==> src/rtl/vga_fb_scan_if.sv <==
// Frame-buffer read port between the VGA scanner (master) and the RGB BRAMs (slave).
interface vga_fb_scan_if;
    localparam int unsigned ADDR_W = 14;

    logic              fb_en;
    logic [ADDR_W-1:0] fb_address;
    logic              red_in;
    logic              green_in;
    logic              blue_in;

    modport master (
        output fb_en,
        output fb_address,
        input  red_in,
        input  green_in,
        input  blue_in
    );

    modport slave (
        input  fb_en,
        input  fb_address,
        output red_in,
        output green_in,
        output blue_in
    );
endinterface

==> src/rtl/vga_fb_scan.sv <==
// 640x480@60 VGA scan-out of a 128x96 1-bit RGB frame buffer with 5x5 pixel replication.
// Define VGA_FB_BORDER_EN to force a white one-pixel ring around the visible area.
module vga_fb_scan #(
    parameter int unsigned CLK_DIV   = 2,
    parameter int unsigned H_VISIBLE = 640,
    parameter int unsigned H_FP      = 16,
    parameter int unsigned H_SYNC    = 96,
    parameter int unsigned H_BP      = 48,
    parameter int unsigned V_VISIBLE = 480,
    parameter int unsigned V_FP      = 10,
    parameter int unsigned V_SYNC    = 2,
    parameter int unsigned V_BP      = 33,
    parameter int unsigned SCALE     = 5,
    parameter int unsigned FB_WIDTH  = 128
) (
    input  logic          clk,
    input  logic          reset,
    vga_fb_scan_if.master fb,
    output logic          vga_red,
    output logic          vga_green,
    output logic          vga_blue,
    output logic          vga_hsync,
    output logic          vga_vsync,
    output logic          frame_start
);
    localparam int unsigned H_TOTAL = H_VISIBLE + H_FP + H_SYNC + H_BP;
    localparam int unsigned V_TOTAL = V_VISIBLE + V_FP + V_SYNC + V_BP;
    localparam int unsigned HW      = $clog2(H_TOTAL);
    localparam int unsigned VW      = $clog2(V_TOTAL);
    localparam int unsigned DW      = (CLK_DIV > 1) ? $clog2(CLK_DIV) : 1;
    localparam int unsigned SW      = (SCALE > 1) ? $clog2(SCALE) : 1;
    localparam int unsigned CW      = (FB_WIDTH > 1) ? $clog2(FB_WIDTH) : 1;
    localparam int unsigned AW      = 14;

    logic [DW-1:0] div;
    logic          tick;
    logic [HW-1:0] hcnt, hcnt_n;
    logic [VW-1:0] vcnt, vcnt_n;
    logic [SW-1:0] hsub, hsub_n;
    logic [SW-1:0] vsub, vsub_n;
    logic [CW-1:0] col, col_n;
    logic [AW-1:0] row_base, row_base_n;
    logic          h_wrap, v_wrap;
    logic          vis, vis_n;
    logic          hs_raw, vs_raw;
    logic [2:0]    pix_rgb;

    assign tick   = (div == DW'(CLK_DIV - 1));
    assign h_wrap = (hcnt == HW'(H_TOTAL - 1));
    assign v_wrap = (vcnt == VW'(V_TOTAL - 1));
    assign vis    = (hcnt < HW'(H_VISIBLE)) && (vcnt < VW'(V_VISIBLE));
    assign hs_raw = !((hcnt >= HW'(H_VISIBLE + H_FP)) && (hcnt < HW'(H_VISIBLE + H_FP + H_SYNC)));
    assign vs_raw = !((vcnt >= VW'(V_VISIBLE + V_FP)) && (vcnt < VW'(V_VISIBLE + V_FP + V_SYNC)));

    // Position of the pixel following the current one, in raster and frame-buffer terms.
    always_comb begin
        hcnt_n     = h_wrap ? '0 : hcnt + HW'(1);
        vcnt_n     = vcnt;
        hsub_n     = hsub;
        col_n      = col;
        vsub_n     = vsub;
        row_base_n = row_base;
        if (h_wrap) begin
            vcnt_n = v_wrap ? '0 : vcnt + VW'(1);
            hsub_n = '0;
            col_n  = '0;
            if (v_wrap) begin
                vsub_n     = '0;
                row_base_n = '0;
            end else if (vcnt < VW'(V_VISIBLE - 1)) begin
                // The last visible line never steps row_base, so it stays inside the buffer.
                if (vsub == SW'(SCALE - 1)) begin
                    vsub_n     = '0;
                    row_base_n = row_base + AW'(FB_WIDTH);
                end else begin
                    vsub_n = vsub + SW'(1);
                end
            end
        end else if (vis) begin
            if (hsub == SW'(SCALE - 1)) begin
                hsub_n = '0;
                col_n  = col + CW'(1);
            end else begin
                hsub_n = hsub + SW'(1);
            end
        end
        vis_n = (hcnt_n < HW'(H_VISIBLE)) && (vcnt_n < VW'(V_VISIBLE));
    end

    // Colour for the pixel whose buffer data is arriving now.
    always_comb begin
        pix_rgb = {fb.red_in, fb.green_in, fb.blue_in} & {3{vis}};
`ifdef VGA_FB_BORDER_EN
        if (vis && ((hcnt == '0) || (hcnt == HW'(H_VISIBLE - 1)) ||
                    (vcnt == '0) || (vcnt == VW'(V_VISIBLE - 1)))) begin
            pix_rgb = 3'b111;
        end
`endif
    end

    always_ff @(posedge clk or posedge reset) begin
        if (reset) begin
            div           <= '0;
            hcnt          <= '0;
            vcnt          <= '0;
            hsub          <= '0;
            col           <= '0;
            vsub          <= '0;
            row_base      <= '0;
            fb.fb_en      <= 1'b0;
            fb.fb_address <= '0;
            vga_red       <= 1'b0;
            vga_green     <= 1'b0;
            vga_blue      <= 1'b0;
            vga_hsync     <= 1'b1;
            vga_vsync     <= 1'b1;
            frame_start   <= 1'b0;
        end else begin
            div         <= tick ? '0 : div + DW'(1);
            // Marks the tick that presents pixel (0,0), aligned with the colour/sync outputs.
            frame_start <= tick && (hcnt == '0) && (vcnt == '0);
            if (tick) begin
                hcnt      <= hcnt_n;
                vcnt      <= vcnt_n;
                hsub      <= hsub_n;
                col       <= col_n;
                vsub      <= vsub_n;
                row_base  <= row_base_n;
                fb.fb_en  <= 1'b1;
                if (vis_n) begin
                    fb.fb_address <= row_base_n + AW'(col_n);
                end
                vga_hsync <= hs_raw;
                vga_vsync <= vs_raw;
                vga_red   <= pix_rgb[2];
                vga_green <= pix_rgb[1];
                vga_blue  <= pix_rgb[0];
            end
        end
    end
endmodule

==> src/flat_wrapper.sv <==
// flat-port wrapper written by rule: the top's interface ports become plain ports
module vga_fb_scan_flat 
#(
    parameter int unsigned CLK_DIV   = 2,
    parameter int unsigned H_VISIBLE = 640,
    parameter int unsigned H_FP      = 16,
    parameter int unsigned H_SYNC    = 96,
    parameter int unsigned H_BP      = 48,
    parameter int unsigned V_VISIBLE = 480,
    parameter int unsigned V_FP      = 10,
    parameter int unsigned V_SYNC    = 2,
    parameter int unsigned V_BP      = 33,
    parameter int unsigned SCALE     = 5,
    parameter int unsigned FB_WIDTH  = 128
)
  (clk, reset, vga_red, vga_green, vga_blue, vga_hsync, vga_vsync, frame_start, fb_fb_en, fb_fb_address, fb_red_in, fb_green_in, fb_blue_in);
  vga_fb_scan_if fb_i ();
  input  logic clk;
  input  logic reset;
  output logic vga_red;
  output logic vga_green;
  output logic vga_blue;
  output logic vga_hsync;
  output logic vga_vsync;
  output logic frame_start;
  output wire logic [$bits(fb_i.fb_en)-1:0] fb_fb_en;
  output wire logic [$bits(fb_i.fb_address)-1:0] fb_fb_address;
  input wire logic [$bits(fb_i.red_in)-1:0] fb_red_in;
  input wire logic [$bits(fb_i.green_in)-1:0] fb_green_in;
  input wire logic [$bits(fb_i.blue_in)-1:0] fb_blue_in;
  assign fb_fb_en = fb_i.fb_en;
  assign fb_fb_address = fb_i.fb_address;
  assign fb_i.red_in = fb_red_in;
  assign fb_i.green_in = fb_green_in;
  assign fb_i.blue_in = fb_blue_in;
  vga_fb_scan #(.CLK_DIV(CLK_DIV), .H_VISIBLE(H_VISIBLE), .H_FP(H_FP), .H_SYNC(H_SYNC), .H_BP(H_BP), .V_VISIBLE(V_VISIBLE), .V_FP(V_FP), .V_SYNC(V_SYNC), .V_BP(V_BP), .SCALE(SCALE), .FB_WIDTH(FB_WIDTH)) u_core (.clk(clk), .reset(reset), .fb(fb_i), .vga_red(vga_red), .vga_green(vga_green), .vga_blue(vga_blue), .vga_hsync(vga_hsync), .vga_vsync(vga_vsync), .frame_start(frame_start));
endmodule
==> config.mk <==
export PLATFORM = sky130hd
export DESIGN_NAME = vga_fb_scan_flat
export DESIGN_NICKNAME = d
export VERILOG_FILES = /design/src/rtl/vga_fb_scan_if.sv /design/src/rtl/vga_fb_scan.sv /design/src/flat_wrapper.sv
export SDC_FILE = /design/constraint.sdc
export NUM_CORES = 1
export LEC_CHECK = 0
export ABC_CLOCK_PERIOD_IN_PS = 7800
export CAP_MARGIN = 20
export CORE_MARGIN = 8
export CORE_UTILIZATION = 60
export DETAILED_ROUTE_END_ITERATION = 7
export DONT_BUFFER_PORTS = 1
export GPL_TIMING_DRIVEN = 0
export PLACE_DENSITY = 0.76
export SLEW_MARGIN = 10
export SYNTH_ARGS = -nofsm -noshare
export SYNTH_HDL_FRONTEND = slang
export SYNTH_SLANG_ARGS = --single-unit
==> constraint.sdc <==
create_clock -name clk -period 7.8 [get_ports clk]
set_input_delay 2.34 -clock clk [delete_from_list [all_inputs] [get_ports clk]]
set_output_delay 2.34 -clock clk [all_outputs]
set_load 0.02 [all_outputs]
==> results of run 1 <==
-- state kept, by name (all words and copies together), names as in the netlist --
signal                count
u_core.vga_green          1
u_core.fb.fb_en           1
u_core.vga_vsync          1
u_core.vcnt              10
u_core.div                1
u_core.vsub               3
u_core.col                7
u_core.vga_hsync          1
u_core.frame_start        1
u_core.vga_red            1
u_core.hcnt              10
u_core.vga_blue           1
u_core.fb.fb_address     14
u_core.row_base          14
u_core.hsub               3
-- kinds of logic after synthesis --
kind of cell | after synthesis | share of synthesized area, %
adders and majority gates | 18 | 5.53
xor gates and xnor gates | 25 | 5.20
DFF | 69 | 41.1
AOI/OAI and AO/OA | 94 | 14.9
and+or+nand+nor | 180 | 22.1
muxes | 22 | 6.66
buffers and inverters | 44 | 4.58
-- routing by layer --
metal  vias up  GRT usage, %  part of all wire [%]
met5         -             0                     0
li1       1643             -                     -
met3        10          5.94                   5.0
met4         0          5.82                  0.92
met1      1700          27.8                    48
met2        70          31.3                    46
-- worst max-delay path by stage --
stage                               to      startpoint  cells after the start  slack (ns)
2_1_floorplan  u_core.fb.fb_address[8]  u_core.vcnt[0]                     16        3.49
3_3_place_gp   u_core.fb.fb_address[8]  u_core.vcnt[0]                     16        2.71
3_5_place_dp   u_core.fb.fb_address[8]  u_core.vcnt[0]                     16        2.55
4_1_cts        u_core.fb.fb_address[8]  u_core.vcnt[0]                     16        2.51
5_1_grt        u_core.fb.fb_address[8]  u_core.vcnt[0]                     16        2.00
6_report       u_core.fb.fb_address[8]  u_core.vcnt[1]                     16        2.46
-- through the flow --
step / utilization [%] / area, um^2
2_1_floorplan: - / 4210
3_3_place_gp: 63.7 / 4330
3_5_place_dp: 64.1 / 4360
4_1_cts: 67.2 / 4570
5_1_grt: 67.2 / 4570
6_report: 67.2 / 4570
-- report_power, final --
group,switching (uW),internal [uW]
registers,1.52,358
logic,7.45,2.06
clock network,142,165
total,151,525
-- area by class of cell --
cell class                 instances  area share (%)
clock inverter                     5            1.29
timing repair buffer               1           0.603
clock buffer                      11            3.31
sequential                        69            37.9
multi-input combinational        339            50.0
tap                               96            2.63
buffer                            27            2.82
inverter                          17            1.45
-- critical path, stage by stage (launching register included) --
cell and delay, ns:
dfrtp_1 0.45, inv_1 0.10, ha_1 0.13, or4b_1 0.56, nor3_2 0.52, nand2_1 0.19
buf_1 0.26, and2_1 0.22, ha_1 0.21, fa_1 0.40, a21o_1 0.19, a21oi_1 0.26
nor2b_1 0.12, o41ai_1 0.69, and3b_1 0.25, a2111oi_0 0.48, mux2_4 0.24
-- cell usage in the layout, fill, tap and decap left out, types with 11 or more instances in the layout --
cell type,netlist,final
inv_1,17,16
clkbuf_1,21,21
nor2_1,40,40
nand2_1,39,39
a21oi_1,11,11
nor4_1,11,11
dfrtp_1,67,67
clkbuf_8,1,12
nand3_1,29,29
and2_1,18,18
o21ai_0,35,35
ha_1,17,17
xnor2_1,15,15
==> flow_metrics.env, run 1 <==
export IMPL_multi_input_area_um2=2290
export IMPL_hold_path_class="flop to flop"
export IMPL_start_util_pct=61.9
export IMPL_fin_cells=565
export IMPL_ys_seq_elements=69
export IMPL_syn_inst=452
export IMPL_syn_nets=475
export IMPL_cp_start_kind="flop"
export IMPL_rsz0062_at_grt="false"
export IMPL_vias=3423
export IMPL_dr_pass1_iters=5
export IMPL_tritoncts="yes"
export IMPL_hold_buffers=0
export IMPL_synth_most_common_cell="dfrtp_1"
export IMPL_async_flop_share_pct=100
export IMPL_fp_coreArea_um2=6790
export IMPL_synthTopCellsByCount="dfrtp_1 (67), nor2_1 (40), nand2_1 (39)"
export IMPL_track_usage_pct=20.6
export IMPL_end_kind="flop"
export IMPL_cts_repair_resized=0
export IMPL_drt_total_wl_um=9580
export IMPL_grt_pass1_vias=3309
export IMPL_detail_route_antenna_nets=0
export IMPL_clk_latency_ns=0.36
export IMPL_crit_fanout=10
export IMPL_root_buffer="clkbuf_8"
export IMPL_cts_sinks=69
export IMPL_tightestPinTransition_ns=1.09
export IMPL_area_delta_synth_final_pct=8.56
export IMPL_status="finished clean"
export IMPL_slew_headroom_pct=26.3
export IMPL_fin_crit_ns=5.34
export IMPL_portBuffers=0
export IMPL_synth_top_area_cell="dfrtp_1"
export IMPL_hold_path_cell_count=1
export IMPL_drv_cap=0
export IMPL_power_uw=676
export IMPL_clock_skew_ns=0.00781
export IMPL_antenna_found_initial=0
export IMPL_crit_type="flop to flop"
export IMPL_h_tree_depth=3
export IMPL_holdCritStartpoint="u_core.row_base[4]"
export IMPL_fmax_ghz=0.187
export IMPL_critPathRequiredTime_ns=8.09
export IMPL_place_congestion=0.886
export IMPL_setup_slack_ns=2.46
export IMPL_nFillCells=563
export IMPL_yosysWarningCount=0
export IMPL_synth_edff_count=0
export IMPL_ios=26
export IMPL_final_setup_tns_ns=0
export IMPL_grt_pass1_wl_um=16400
export IMPL_hold_viol=0
export IMPL_fin_nets=487
export IMPL_min_period_over_period_pct=68.4
export IMPL_p_leak_uw=0.00203
export IMPL_area_sequential_um2=1730
export IMPL_first_iter_violations=168
export IMPL_hold_slack_ns=0.484
export IMPL_synth_top_area_share_pct=39.8
export IMPL_slew_violations=0
export IMPL_r2r_start="u_core.vcnt[1]"
export IMPL_worst_r2r_path_depth=16
export IMPL_synth_seq_area_share_pct=41.1
export IMPL_yosys_most_used_dff="dfrtp_1"
export IMPL_vdd_drop_max_mv=0.0901
export IMPL_arrival_ns=5.63
export IMPL_routedWlPerCell_um=16.9
export IMPL_synthesis_area_um2=4210
export IMPL_synth_area_leaders="dfrtp_1 (40%), ha_1 (5.1%), o21ai_0 (4.2%)"
export IMPL_holdPathEnd="u_core.row_base[4]"
export IMPL_rrSetupSlack_ns=2.46
export IMPL_die_h_um=99.7
export IMPL_grt_overflow_total=0
export IMPL_num_rows=30
export IMPL_clk_pin_slew_ns=0.07
export IMPL_r2r_end="u_core.fb.fb_address[8]"
export IMPL_dpl_hpwl_um=6820
export IMPL_syn_area_per_cell_um2=9.31
export IMPL_cts_made_buffers=9
export IMPL_pwr_density_cell_nw_per_um2=148
export IMPL_grt_start_max_net_pins=48
export IMPL_die_area_um2=9950
export IMPL_dp_cells=549
export IMPL_vias_per_cell=6.06
export IMPL_ys_types=66
export IMPL_preCtsSetupSlack_ns=2.55
export IMPL_clockBufferDepth=2
export IMPL_cts_setup_buffers=0
export IMPL_die_width_um=99.7
export IMPL_setup_viol=0
export IMPL_drive_gt1_share_pct=10.9
export IMPL_drc=0
export IMPL_antennaDiodeCount=0
(Power assumes the default switching activity.)
==> run 2, diff against run 1 <==
- ABC_CLOCK_PERIOD_IN_PS: 7800 -> 4300
- CORE_UTILIZATION: 60 -> 58
- clock period: 7.8 -> 4.3 ns (I/O delays scaled with it)
==> run 2 against run 1 <==
- maximum frequency up 30%
- sequential cell count did not move
- sequential share of layout area is 1.0 points lower
- critical path depth stayed put
- wire length up 5.5%
- critical endpoint unchanged
- combinational power up 75%
- final cell count rose by 1.6%
==> flow_metrics.env, run 2 (same netlist as run 1, synthesis figures left out) <==
export IMPL_critPathRequiredTime_ns=4.59
export IMPL_final_cell_mix="dfrtp_1 (66), nand2_1 (39), nor2_1 (37)"
export IMPL_arrival_ns=4.40
export IMPL_critPathLaunch="u_core.vcnt[6]"
export IMPL_start_util_pct=59.0
export IMPL_setup_viol=0
export IMPL_ios=26
export IMPL_worst_path_most_repeated_cell="buf_4"
export IMPL_hold_path_cell_count=1
export IMPL_dpl_hpwl_um=6850
export IMPL_clockBufferDepth=2
export IMPL_die_width_um=101
export IMPL_die_h_um=101
export IMPL_place_congestion=0.922
export IMPL_vias_per_cell=6.10
export IMPL_grt_pass1_vias=3535
export IMPL_reg_top3="u_core.fb.fb_address x14, u_core.row_base x14"
export IMPL_grt_pass1_wl_um=16900
export IMPL_dp_cells=552
export IMPL_r2r_start="u_core.vcnt[6]"
export IMPL_track_usage_pct=21.0
export IMPL_hold_viol=0
export IMPL_area_delta_synth_final_pct=11.7
export IMPL_fin_crit_ns=4.11
export IMPL_power_uw=1230
export IMPL_drc=0
export IMPL_rrSetupSlack_ns=0.19
export IMPL_first_iter_violations=179
export IMPL_fmax_ghz=0.243
export IMPL_final_common_cell="dfrtp_1"
export IMPL_fin_cells=574
export IMPL_grt_start_max_net_pins=41
export IMPL_drt_total_wl_um=10100
export IMPL_pwr_density_cell_nw_per_um2=262
export IMPL_fin_area_um2=4700
export IMPL_min_period_over_period_pct=95.7
export IMPL_grt_overflow_total=0
export IMPL_die_area_um2=10200
export IMPL_cp_num_cells=16
export IMPL_end_kind="flop"
export IMPL_preCtsSetupSlack_ns=-0.649
export IMPL_cts_sinks=69
export IMPL_hold_buffers=0
export IMPL_vias=3503
export IMPL_antenna_found_initial=0
export IMPL_dr_pass1_iters=5
export IMPL_worst_r2r_path_depth=16
export IMPL_tightestPinTransition_ns=0.784
export IMPL_worstPathBufferInverterCount=3
export IMPL_dpl_cell_area_um2=4360
export IMPL_cts_made_buffers=9
export IMPL_p_leak_uw=0.00210
export IMPL_slew_violations=0
export IMPL_portBuffers=0
export IMPL_h_tree_depth=3
export IMPL_fp_coreArea_um2=7140
export IMPL_num_rows=31
export IMPL_clk_latency_ns=0.35
export IMPL_clock_skew_ns=0.0110
export IMPL_vdd_drop_max_mv=0.133
export IMPL_hold_slack_ns=0.478
export IMPL_crit_type="flop to flop"
export IMPL_path_delay_family="simple AND/OR/NAND/NOR gates"
export IMPL_antennaDiodeCount=0
export IMPL_tritoncts="yes"
export IMPL_root_buffer="clkbuf_8"
export IMPL_setup_slack_ns=0.185
export IMPL_routedWlPerCell_um=17.6
export IMPL_fin_nets=493
export IMPL_slew_headroom_pct=47.6
export IMPL_status="finished clean"
export IMPL_hold_path_class="flop to flop"
export IMPL_cp_endpoint="u_core.fb.fb_address[8]"
export IMPL_slowest_delay_ns=0.63
export IMPL_r2r_end="u_core.fb.fb_address[8]"
export IMPL_detail_route_antenna_nets=0
export IMPL_slowest_stage="or4b_4"
export IMPL_clk_pin_slew_ns=0.08
export IMPL_rsz0062_at_grt="false"
export IMPL_crit_fanout=10
export IMPL_crit_path_cell_trace="clkbuf_1, or4b_4, nor3_4, nand2_1, buf_4, and2_1, ha_1, fa_2, a21o_1, a21oi_2, nor2b_1, o41ai_4, buf_4, nor3_1, a2111oi_2, mux2_4"
export IMPL_drive_gt1_share_pct=15.4
export IMPL_drv_cap=0
export IMPL_cp_start_kind="flop"
-- run 2: cell types whose count changed in the layout (fill, tap and decap cells not counted), sizes merged --
| cell | change |
|---|---|
| buf | +6 |
| clkbuf | -1 |
| clkinv | -2 |
| clkinvlp | +1 |
| inv | +2 |
-- run 2: cell type report --
cell class | instances | area (um^2)
timing repair buffer | 7 | 65.1
fill | 582 | 2440
buffer | 27 | 139
multi-input combinational | 339 | 2370
clock buffer | 10 | 138
clock inverter | 6 | 70.1
tap | 99 | 124
sequential | 69 | 1730
inverter | 17 | 66.3
-- run 2: worst min-delay path by stage --
stage | from | endpoint | slack (ns)
floorplan | u_core.row_base[0] | u_core.row_base[0] | 0.44
global placement | u_core.row_base[1] | u_core.row_base[1] | 0.46
detailed placement | u_core.row_base[6] | u_core.row_base[6] | 0.46
CTS | u_core.row_base[5] | u_core.row_base[5] | 0.48
global route | u_core.row_base[2] | u_core.row_base[2] | 0.50
finish | u_core.row_base[5] | u_core.row_base[5] | 0.48
-- run 2: worst reg2reg max path: cells and delay by family (launching register included) --
family,cells,cell delay [ns]
and+or+nand+nor,6,1.32
AOI/OAI and AO/OA,4,1.03
muxes,1,0.20
DFF,1,0.36
adders and majority gates,2,0.57
buffers and inverters,3,0.59
-- run 2: metrics by stage --
step	util [%]	TNS [ns]
floorplan	-	0
global placement	60.8	-2.43
detailed placement	61.1	-2.75
CTS	65.2	0
global route	65.9	0
finish	65.9	0
-- run 2: what timing repair did --
item                       CTS  global route
setup endpoints to repair    7             5
buffers inserted             3             3
resized for setup           13            11
gates cloned                 0             0
pin swaps                    2             3
-- run 2: metal layers --
metal | global-route usage (%) | vias up | routed length [um]
li1 | - | 1660 | -
met1 | 26.2 | 1695 | 4450
met2 | 34.4 | 122 | 4880
met3 | 4.19 | 26 | 490
met4 | 9.05 | 0 | 278
met5 | 0 | - | 0
-- run 2: where the power goes --
group          leakage (uW)  total [uW]  internal [uW]  switching, uW
Sequential         0.000915         653            650           2.77
Clock             0.0000955         562            288            274
Combinational       0.00109        16.6           2.99           13.6
Total               0.00210        1230            940            290
